--- src/rtl/mux_arb_pkg.sv ---
// Shared definitions for the 4-requester round-robin arbiter.
//   NUM_REQ : number of requesters sharing the datapath
//   CNT_W   : width of the per-grant beat counter
//   state_t : arbiter FSM encoding (IDLE = 0, GRANT = 1)
package mux_arb_pkg;

  localparam int NUM_REQ = 4;
  localparam int CNT_W   = 4;

  typedef enum logic {
    IDLE  = 1'b0,
    GRANT = 1'b1
  } state_t;

endpackage

--- src/rtl/MUX4TO1.sv ---
// Single-bit 4:1 multiplexer cell.
//   i0..i3 : data inputs
//   s      : select, 2 bits
//   y      : selected input
module MUX4TO1 (
  input  logic       i0,
  input  logic       i1,
  input  logic       i2,
  input  logic       i3,
  input  logic [1:0] s,
  output logic       y
);

  always_comb begin
    unique case (s)
      2'd0:    y = i0;
      2'd1:    y = i1;
      2'd2:    y = i2;
      default: y = i3;
    endcase
  end

endmodule

--- src/rtl/rr_pick4.sv ---
// Combinational round-robin pick over four requesters.
//   req : request vector
//   ptr : highest-priority requester for this pick
//   idx : first set req bit at or after ptr, wrapping 3 -> 0
//   any : at least one request is set
module rr_pick4 (
  input  logic [3:0] req,
  input  logic [1:0] ptr,
  output logic [1:0] idx,
  output logic       any
);

  logic [7:0] req_dbl;
  logic [3:0] req_rot;
  logic [1:0] off;

  // Rotate so that bit 0 of req_rot is the requester at ptr; a plain
  // lowest-bit priority encode then gives the offset from ptr.
  assign req_dbl = {req, req};
  assign req_rot = req_dbl[ptr +: 4];

  always_comb begin
    off = 2'd3;
    if      (req_rot[0]) off = 2'd0;
    else if (req_rot[1]) off = 2'd1;
    else if (req_rot[2]) off = 2'd2;
  end

  assign idx = ptr + off;
  assign any = |req;

endmodule

--- src/rtl/mux4_rr_arbiter.sv ---
// Round-robin arbiter in front of a shared 4:1 datapath.
// A requester is granted for up to MAX_BEATS beats or until it drops its
// request; every grant is followed by one IDLE bubble cycle.
//   clk, rst_n     : clock, asynchronous active-low reset
//   req[3:0]       : per-requester request, held while data is available
//   d0..d3         : requester data, DATA_W bits each
//   ack[3:0]       : per-requester beat-accepted strobe
//   sel[1:0]       : registered datapath select
//   y              : d[sel]
//   y_valid        : beat on y is valid
//   y_ready        : downstream accepts the beat
//   busy           : arbiter is in GRANT
module mux4_rr_arbiter
  import mux_arb_pkg::*;
#(
  parameter int DATA_W    = 8,
  parameter int MAX_BEATS = 4
) (
  input  logic              clk,
  input  logic              rst_n,
  input  logic [3:0]        req,
  input  logic [DATA_W-1:0] d0,
  input  logic [DATA_W-1:0] d1,
  input  logic [DATA_W-1:0] d2,
  input  logic [DATA_W-1:0] d3,
  output logic [3:0]        ack,
  output logic [1:0]        sel,
  output logic [DATA_W-1:0] y,
  output logic              y_valid,
  input  logic              y_ready,
  output logic              busy
);

  localparam logic [CNT_W-1:0] LAST_BEAT = CNT_W'(MAX_BEATS);

  state_t           state;
  logic [1:0]       ptr;
  logic [CNT_W-1:0] count;
  logic [CNT_W-1:0] count_nxt;
  logic [1:0]       pick_idx;
  logic             pick_any;
  logic             granted;
  logic             req_sel;
  logic             beat;

  rr_pick4 u_pick (
    .req (req),
    .ptr (ptr),
    .idx (pick_idx),
    .any (pick_any)
  );

  assign granted   = (state == GRANT);
  assign req_sel   = req[sel];
  assign beat      = granted & req_sel & y_ready;
  assign count_nxt = count + 1'b1;

  always_ff @(posedge clk or negedge rst_n) begin
    if (!rst_n) begin
      state <= IDLE;
      sel   <= 2'd0;
      ptr   <= 2'd0;
      count <= '0;
    end else begin
      unique case (state)
        IDLE: begin
          if (pick_any) begin
            sel   <= pick_idx;
            count <= '0;
            state <= GRANT;
          end
        end
        GRANT: begin
          if (!req_sel) begin
            ptr   <= sel + 2'd1;
            state <= IDLE;
          end else if (y_ready) begin
            count <= count_nxt;
            if (count_nxt == LAST_BEAT) begin
              ptr   <= sel + 2'd1;
              state <= IDLE;
            end
          end
        end
        default: state <= IDLE;
      endcase
    end
  end

  // Only the granted requester can see its ack; reset forces state to
  // IDLE asynchronously, which silences ack/y_valid/busy in the same cycle.
  always_comb begin
    ack = 4'b0000;
    if (beat) ack[sel] = 1'b1;
  end

  assign y_valid = granted & req_sel;
  assign busy    = granted;

  for (genvar b = 0; b < DATA_W; b++) begin : g_mux
    MUX4TO1 u_mux (
      .i0 (d0[b]),
      .i1 (d1[b]),
      .i2 (d2[b]),
      .i3 (d3[b]),
      .s  (sel),
      .y  (y[b])
    );
  end

endmodule

--- config.mk ---
export PLATFORM = sky130hd
export DESIGN_NAME = mux4_rr_arbiter
export DESIGN_NICKNAME = d
export VERILOG_FILES = /design/src/rtl/mux_arb_pkg.sv /design/src/rtl/MUX4TO1.sv /design/src/rtl/rr_pick4.sv /design/src/rtl/mux4_rr_arbiter.sv
export SDC_FILE = /design/constraint.sdc
export NUM_CORES = 1
export LEC_CHECK = 0
export ABC_CLOCK_PERIOD_IN_PS = 3900
export BUFFER_PORTS_ARGS = -buffer_cell sky130_fd_sc_hd__buf_2
export CAP_MARGIN = 20
export CORE_UTILIZATION = 48
export DETAILED_ROUTE_END_ITERATION = 8
export PLACE_DENSITY = 0.85
export SETUP_SLACK_MARGIN = 0.3
export SKIP_LAST_GASP = 1
export SYNTH_ARGS = -nofsm -noshare
export SYNTH_HDL_FRONTEND = slang
export SYNTH_SLANG_ARGS = --single-unit
--- constraint.sdc ---
create_clock -name clk -period 3.9 [get_ports clk]
set_input_delay 0.585 -clock clk [delete_from_list [all_inputs] [get_ports clk]]
set_output_delay 0.585 -clock clk [all_outputs]
set_load 0.1 [all_outputs]
==> results.txt <==
----------------------------------------------------
[Clock tree]
  Number of CTS-inserted buffers ... 3
  Number of buffers added for setup after CTS ... 0
  Resize count post-CTS ... 0
  Hold-fix buffer count after cts ... 0
  Root buffer cell ... sky130_fd_sc_hd__clkbuf_4
  Buffer depth of the longest clock path ... 2
  Number of sinks on the clock net ... 9
  Clk pin slew, worst setup/hold paths ... 0.07 ns
  TritonCTS clock tree ... done
  Worst-Skew Late Latency ... 0.27 ns
  Number of H-tree branching levels ... 1

[Global route]
  Global route total overflow ... 0
  Antenna violations before repair ... 0
  Via count of the first global-routing pass ... 885
  First-pass GRT wire length ... 3650 um
  Pin count of the biggest net entering global routing ... 10
  Global routing usage summed across all routing layers ... 23.35%

[Synth]
  Cell with the most instances after synthesis ... sky130_fd_sc_hd__inv_1
  Share of the synthesized area in the top cell type ... 22.50%
  Top cell type by total area after synthesis ... sky130_fd_sc_hd__dfrtp_1
  EDFF count, synth ... 0
  Netlist cell types ... 33
  Number of nets in the synthesized netlist ... 166
  Mean cell area of the mapped netlist ... 8.411 sq um
  Most used flip-flop cell after synthesis ... sky130_fd_sc_hd__dfrtp_1
  Most area-consuming cells after synthesis ... sky130_fd_sc_hd__dfrtp_1 23%, sky130_fd_sc_hd__ha_1 10%, sky130_fd_sc_hd__mux2i_1 10%
  Count of warnings emitted by yosys ... 0
  Most numerous cell types in the synthesized netlist ... 16 x sky130_fd_sc_hd__inv_1, 10 x sky130_fd_sc_hd__mux2i_1, 9 x sky130_fd_sc_hd__dfrtp_1
  Seq/Total Area, Yosys ... 22.50%
  Synthesized flop and latch total ... 9
  Gate count of the mapped netlist ... 119
  Synthesized area ... 0.001001 sq mm
  Proportion of register bits with asynchronous set or reset after synthesis ... 100.0%

[Route]
  DRC violations left ... 0
  Via/cell ratio ... 5.583
  Drt first pass iters ... 5
  Drt first-iter violations ... 43
  Vias after detailed routing ... 1072
  Post-detailed-route wirelength per cell ... 13.39 um
  Overall routed net length ... 2571 um
  ANT nets after route ... 0

[STA]
  Fin crit period ... 2.649 ns
  Final count of hold timing violations ... 0
  Max Freq ... 377.5 MHz
  Post-route fraction of the period consumed by the critical path ... 67.92%
  Post-Route Setup TNS ... 0 ns
  Total count of max-transition violations in the final report ... 0
  Final setup violating endpoints ... 0
  Setup repair after global routing missed its margin ... false
  Max-slew headroom at the worst pin ... 67.34%
  Least-Margin Pin Slew ... 0.4934 ns
  Setup skew after layout ... 0.01020 ns

[Setup path]
  Critical path peak fanout ... 7
  Reg-to-reg slack, setup ... 2.09 ns
  Data required time at the worst endpoint ... 3.31 ns
  Data arrival time of the worst path ... 2.06 ns
  Nature of the critical path startpoint ... flop
  Slowest CP cell ... sky130_fd_sc_hd__mux4_2
  CP peak stage delay ... 0.59 ns
  Category of the worst setup path capture point ... output pin
  Setup CP Type ... flop to output pin
  Cell-by-cell trace of the critical path ... mux4_2 > and3_1 > and2_1 > buf_2

[Die]
  Die height ... 47.67 um
  Number of core rows ... 16
  Core Region ... 0.001962 sq mm
  I/O Pins ... 55
  Effective utilization at floorplan ... 51.02%
  Die area ... 0.002272 sq mm
  Horiz. Die Dim ... 47.67 um

[Layout]
  Fraction of layout instances using a drive strength above 1 ... 35.76%
  Non-filler instance count after layout ... 192
  Filler cell count in the final layout ... 176
  P&R area growth vs syn ... 25.50%
  Net count of the finished layout ... 213
  Total inserted antenna cells ... 0

[Hold path]
  Class of the tightest hold or removal check ... input port to asynchronous set/reset pin

[Placement]
  Placed insts ... 188
  Routability-driven placement congestion ratio ... 0.7789
  Half-perimeter wire length after placement ... 2014 um
  Quantity of I/O buffers inserted on ports ... 54

[Outcome]
  Result of the run ... completed

[Run]
  Number of maximum-capacitance constraint violations ... 0

----------------------------------------------------
-- path summary, 6_finish.rpt --
kind / start / to / cells past startpoint
max in group asynchronous: rst_n / sel[0] / 1
min reg2reg: count[2] / count[2] / 2
max reg2reg: count[0] / ptr[0] / 5
min: rst_n / count[0] / 1
max: sel[0] / ack[3] / 4
min in group clk: count[2] / count[2] / 2
-- registers in the layout, summed over array words and instances (netlist names) --
signal  cells
busy        1
sel         2
ptr         2
count       4
-- cells in the final DEF (no fill, tap or decap), types with 2 or more instances in the layout --
cell type,count
sky130_fd_sc_hd__a21oi_1,5
sky130_fd_sc_hd__a222oi_1,8
sky130_fd_sc_hd__a32oi_1,2
sky130_fd_sc_hd__and2_1,4
sky130_fd_sc_hd__and3_1,2
sky130_fd_sc_hd__buf_2,54
sky130_fd_sc_hd__clkbuf_4,3
sky130_fd_sc_hd__dfrtp_1,9
sky130_fd_sc_hd__ha_1,8
sky130_fd_sc_hd__inv_1,16
sky130_fd_sc_hd__mux2_1,2
sky130_fd_sc_hd__mux2i_1,10
sky130_fd_sc_hd__nand2_1,8
sky130_fd_sc_hd__nand2b_1,2
sky130_fd_sc_hd__nand3_1,2
sky130_fd_sc_hd__nor2_1,3
sky130_fd_sc_hd__nor2b_1,4
sky130_fd_sc_hd__o21ai_0,4
sky130_fd_sc_hd__o21ai_1,4
-- through the flow --
| stage | hold slack, ns | area (sq um) | setup WS, ns | util, % |
|---|---|---|---|---|
| 3_5_place_dp | 0.4499 | 1230 | 1.329 | 62.69 |
| 6_report | 0.1610 | 1256 | 1.251 | 64.03 |
| 2_1_floorplan | 0.2894 | 1001 | 0.8885 | - |
| 3_3_place_gp | 0.4428 | 1230 | 1.375 | 62.69 |
| 5_1_grt | 0.1659 | 1256 | 1.144 | 64.03 |
| 4_1_cts | 0.1692 | 1256 | 1.249 | 64.03 |
-- worst max-delay path, delay by kind of cell, from the launching register on --
kind | cells | cell delay [ns]
multiplexers | 1 | 0.59
buffers and inverters | 1 | 0.29
flip-flops | 1 | 0.47
AND/OR/NAND/NOR | 2 | 0.45
-- cells by family after synthesis --
| logic type | after synthesis | share of synthesized area [%] |
|---|---|---|
| AND/OR/NAND/NOR | 31 | 16.75 |
| AO/OA/AOI/OAI | 29 | 21.88 |
| buffers and inverters | 28 | 13.50 |
| multiplexers | 13 | 14.50 |
| flip-flops | 9 | 22.50 |
| adder cells (fa/ha/maj) | 8 | 10.00 |
| XOR/XNOR | 1 | 0.8752 |
-- cell type report --
class	count	area (sq um)	share of cell area, %
multi-input cells	82	640.6	51.00
repair buffers	54	270.3	21.51
flip-flops and latches	9	225.2	17.93
inverters	16	60.06	4.781
well taps	27	33.78	2.689
clock buffers	4	26.28	2.092
-- per-layer routing --
metal  track usage (%)  wire, um  vias to the layer above
met2             40.82      1288                       52
met1             27.93      1097                      496
met4             11.67        32                        0
met5                 0         0                        -
met3             3.396       152                        4
li1                  -         -                      520
Power is not shown: default switching activity piles up to over one toggle a cycle in this logic, so the estimate is an artifact.
